===== src/rtl/mem_bank.sv =====
// rtl/mem_bank.sv - fixed-latency main data memory behind the memory bus
// One request at a time; read and write acknowledges are single-cycle pulses.

`ifndef WORDWIDTH
`define WORDWIDTH 16
`endif
`ifndef ADDRWIDTH
`define ADDRWIDTH 8
`endif
`ifndef IOSTATEWIDTH
`define IOSTATEWIDTH 2
`endif

module mem_bank_store #(
  parameter int WORDW = 16,
  parameter int ADDRW = 8
) (
  input  logic             clk,
  input  logic             we,
  input  logic [ADDRW-1:0] addr,
  input  logic [WORDW-1:0] wdata,
  output logic [WORDW-1:0] rdata
);
  // Deliberately not reset: contents survive reset and are preloaded from outside.
  logic [WORDW-1:0] mem [0:(1<<ADDRW)-1];

  always_ff @(posedge clk) begin
    if (we) mem[addr] <= wdata;
  end

  assign rdata = mem[addr];
endmodule

module mem_bank #(
  parameter int                 WORDW      = `WORDWIDTH,
  parameter int                 ADDRW      = `ADDRWIDTH,
  parameter int                 RWW        = `IOSTATEWIDTH,
  parameter logic [RWW-1:0]     READ_CODE  = RWW'(1),
  parameter logic [RWW-1:0]     WRITE_CODE = RWW'(2),
  parameter int                 LATENCY    = 4
) (
  input  logic             clk,
  input  logic             reset,
  input  logic [RWW-1:0]   rwFromBus,
  input  logic [ADDRW-1:0] addrFromBus,
  input  logic [WORDW-1:0] dataFromBus,
  output logic [WORDW-1:0] dataToBus,
  output logic             rdEnToBus,
  output logic             wbDoneToBus,
  output logic [1:0]       debugState,
  output logic [7:0]       debugDelay
);
  typedef enum logic [1:0] {IDLE = 2'd0, BUSY = 2'd1, DONE = 2'd2, RELEASE = 2'd3} state_t;

  state_t           state, state_next;
  logic [7:0]       cnt, cnt_next;
  logic             op_write, op_write_next;
  logic [ADDRW-1:0] addr_q, addr_next;
  logic [WORDW-1:0] data_q, data_q_next;
  logic [WORDW-1:0] dout_next;
  logic             rd_next, wb_next;
  logic             mem_we;
  logic [WORDW-1:0] mem_rdata;
  logic             rw_active;

  assign rw_active = (rwFromBus == READ_CODE) || (rwFromBus == WRITE_CODE);

  mem_bank_store #(.WORDW(WORDW), .ADDRW(ADDRW)) bank (
    .clk  (clk),
    .we   (mem_we),
    .addr (addr_q),
    .wdata(data_q),
    .rdata(mem_rdata)
  );

  always_comb begin
    state_next    = state;
    cnt_next      = cnt;
    op_write_next = op_write;
    addr_next     = addr_q;
    data_q_next   = data_q;
    dout_next     = dataToBus;
    rd_next       = 1'b0;
    wb_next       = 1'b0;
    mem_we        = 1'b0;
    case (state)
      IDLE: begin
        if (rw_active) begin
          op_write_next = (rwFromBus == WRITE_CODE);
          addr_next     = addrFromBus;
          data_q_next   = dataFromBus;
          cnt_next      = 8'(LATENCY - 1);
          state_next    = BUSY;
        end
      end
      BUSY: begin
        // Bus inputs are ignored here; only the latched request matters.
        if (cnt == 8'd0) begin
          state_next = DONE;
          if (op_write) begin
            mem_we  = 1'b1;
            wb_next = 1'b1;
          end else begin
            dout_next = mem_rdata;
            rd_next   = 1'b1;
          end
        end else begin
          cnt_next = cnt - 8'd1;
        end
      end
      DONE: begin
        state_next = rw_active ? RELEASE : IDLE;
      end
      RELEASE: begin
        if (!rw_active) state_next = IDLE;
      end
      default: state_next = IDLE;
    endcase
  end

  always_ff @(posedge clk or posedge reset) begin
    if (reset) begin
      state       <= IDLE;
      cnt         <= 8'd0;
      op_write    <= 1'b0;
      addr_q      <= '0;
      data_q      <= '0;
      dataToBus   <= '0;
      rdEnToBus   <= 1'b0;
      wbDoneToBus <= 1'b0;
    end else begin
      state       <= state_next;
      cnt         <= cnt_next;
      op_write    <= op_write_next;
      addr_q      <= addr_next;
      data_q      <= data_q_next;
      dataToBus   <= dout_next;
      rdEnToBus   <= rd_next;
      wbDoneToBus <= wb_next;
    end
  end

  assign debugState = state;
  assign debugDelay = cnt;
endmodule


===== config.mk =====
export PLATFORM = sky130hd
export DESIGN_NAME = mem_bank
export DESIGN_NICKNAME = d
export VERILOG_FILES = /design/src/rtl/mem_bank.sv
export SDC_FILE = /design/constraint.sdc
export NUM_CORES = 2
export LEC_CHECK = 0
export CORE_MARGIN = 4
export CORE_UTILIZATION = 31
export CTS_BUF_LIST = sky130_fd_sc_hd__clkbuf_4 sky130_fd_sc_hd__clkbuf_8 sky130_fd_sc_hd__clkbuf_16
export CTS_CLUSTER_SIZE = 24
export DETAILED_ROUTE_END_ITERATION = 7
export HOLD_SLACK_MARGIN = 0.03
export PLACE_DENSITY = 0.54
export SETUP_SLACK_MARGIN = 0.5
export SYNTH_ARGS = -nofsm -noshare
export SYNTH_HDL_FRONTEND = slang
export SYNTH_SLANG_ARGS = --single-unit

===== constraint.sdc =====
create_clock -name clk -period 10.57 [get_ports clk]
set_clock_uncertainty 0.05 [all_clocks]
set_input_delay 2.114 -clock clk [delete_from_list [all_inputs] [get_ports clk]]
set_output_delay 2.114 -clock clk [all_outputs]
set_load 0.01 [all_outputs]

==> summary.txt <==
Worst-margin pin slew: 1.609 ns
Final worst slack: 4.868 ns
Crit path kind: register to register
Slew headroom: -8.115%
Boundary Pins: 56
Final HPWL DP: 271000 um
Commonest non-fill, non-tap cell in the layout: edfxtp_1
Worst skew pair latency: 0.99 ns
Area Overhead vs Synth: 15.43%
Syn Nets: 7136
Area after DPL: 169700 sq um
Period minus WS final: 5.702 ns
Critical path launch point type: register
Width of the chip: 724.9 um
CTS hold repair buffers: 0
Final Hold Viols: 0
Final setup fails: 0
WHS: 0.4970 ns
Pin count of the biggest net entering global routing: 195
WP data required: 11.30 ns
CTS sink cnt: 4149
Simple-gate share of the synthesized area: 1.811%
1st-pass router iterations: 7
Seq/Total Area, Yosys: 78.03%
Cell count after synthesis: 7105
Adder-Cell Fraction of Synth Area: 0.02356%
Clock slew at reported path FFs: 0.06 ns
Row cnt: 263
Drt via density: 5.311
ANT nets after route: 0
Placement Setup Slack: 4.882 ns
Maximum VDD drop: 0.0002553 V
Critical Path Fanout Max: 93
Synth Register Bits: 4149
Worst Setup End Kind: register
Post-CTS setup buffers: 0
CTS Buf Count: 428
Pwr/cell area: 276.1 nW/um^2
Layout cells sized above 1: 29.23%
Critical Path AT: 6.43 ns
EDFF count, synth: 4096
Failing checks: max-capacitance violations, max-slew violations
Most frequent cells in the layout: 4096 x edfxtp_1, 1002 x mux4_2, 432 x clkbuf_16, 331 x buf_4, 289 x mux2i_1
Most used DFF post-synth: edfxtp_1
Leakage Power: 56.54 nW
Synth Cell Area: 159300 sq um
Final instance area: 183900 sq um
Grt ovf: 0
RSZ-0062 raised after global routing: no
Initial Util: 31.08%
Nets@finish: 7566
Pwr Total: 50.79 mW
Syn Area/Cell: 22.43 sq um
F_max: 0.1754 GHz
CTS max path bufs: 4
Global-route wire length before repair: 640300 um
Post-synthesis mux area share: 16.35%
Final Slew Violations: 2
FILL cells: 46600
Root Buffer: clkbuf_16
Async SR Flop Fraction: 1.277%
Total negative slack: 0 ns
Starting DRT DRC Count: 9974
Period utilization: 53.95%
Die footprint: 525500 sq um
XOR/XNOR share of the synthesized area: 0.02748%
Core area: 512700 sq um
Synth warn: 0
Synth Area in Compound Gates: 2.379%
Die Ht: 724.9 um
Largest family of logic cells by synthesized area: multiplexers
Hold Crit Class: register to register
Vias in the first global route: 78410
Via Count: 77880
Port-buffer cells: 55
CTS resizes: 0
H-tree Lvls: 5
Outcome: finished, violations left
Per-cell routed wire length: 31.47 um
Max-cap viol count: 1
Total GRT Usage: 17.08%
Post-synth cell types: 69
Drt total wl: 461500 um
Initial antenna violation count: 34
DRC viols: 0
TritonCTS clock tree: built
Gpl congestion: 0.8161
final timing paths:
check	cells after the start	startpoint	slack, ns	endpoint
setup / recovery	8	addr_q[0]	4.87	dataToBus[9]
setup reg to reg	8	addr_q[0]	4.87	dataToBus[9]
max in group asynchronous	3	reset	7.64	addr_q[5]
min in group asynchronous	2	reset	1.38	data_q[4]
hold reg to reg	1	debugDelay[1]	0.50	debugDelay[1]
hold / removal	1	debugDelay[1]	0.50	debugDelay[1]
through the flow:
| stage | std cells | utilization (%) |
|---|---|---|
| after floorplan | 7105 | - |
| after global placement | 13850 | 33.08 |
| after detailed placement | 13860 | 33.10 |
| after CTS | 14650 | 35.85 |
| after global routing | 14650 | 35.87 |
| final | 14660 | 35.87 |
synthesized netlist by cell type, drive strengths merged (29+ instances only):
master / instances / share of area [%]
clkbuf: 128 / 0.30
dfrtp: 53 / 0.83
o22ai: 73 / 0.29
a221oi: 29 / 0.16
a21oi: 79 / 0.25
mux2i: 289 / 1.8
nand3: 34 / 0.11
a211oi: 32 / 0.15
mux2: 53 / 0.37
edfxtp: 4096 / 77
o21ai: 42 / 0.13
buf: 284 / 1.0
a22oi: 106 / 0.50
nand2: 148 / 0.35
nor2: 306 / 0.72
a32oi: 36 / 0.20
mux4: 1002 / 14
worst max-delay path: stages, from the launching register on:
cell,delay [ns]
dfrtp_4,0.77
buf_4,0.66
buf_12,0.70
mux4_2,0.60
mux4_2,0.47
a32oi_1,0.68
nand2_1,0.13
nor4_1,1.11
o211ai_1,0.15
power by group:
group	switching [mW]	leakage (nW)	internal, mW
registers	0.830	37.7	20.5
logic	9.43	11.8	4.96
clock network	6.41	7.03	8.67
flip-flops by register name, indices dropped and copies added (netlist names):
register and cells:
addr_q 8, bank.mem 4096, dataToBus 16, data_q 16
debugDelay 8, debugState 2, op_write 1, rdEnToBus 1
wbDoneToBus 1
routing by layer:
metal / vias up / share of wire, % / track usage (%)
met1: 42710 / 41 / 23.45
li1: 31070 / - / -
met4: 8 / 2.9 / 4.740
met3: 630 / 9.0 / 4.041
met2: 3466 / 47 / 27.20
met5: - / 0.010 / 0
kinds of logic (layout without fill, tap and decap cells):
logic type / Yosys count / count (layout)
DFF: 4149 / 4149
muxes: 1344 / 1344
buffers and inverters: 425 / 1216
xor gates and xnor gates: 5 / 5
other: 0 / 11
and+or+nand+nor: 646 / 646
adders and majority gates: 3 / 3
AOI/OAI and AO/OA: 533 / 533
final cells by class:
class                      count  area, sq um  share of cell area (%)
antenna                       11        27.53                 0.01497
clock buffer                 540        11660                   6.339
clock inverter               251         2470                   1.343
inverter                      13        56.30                 0.03061
multi-input combinational   2531        33280                   18.09
sequential                  4149       124400                   67.64
tap                         6757         8454                   4.597
timing repair buffer         412         3566                   1.939
Power figures use the tool's default switching activity.
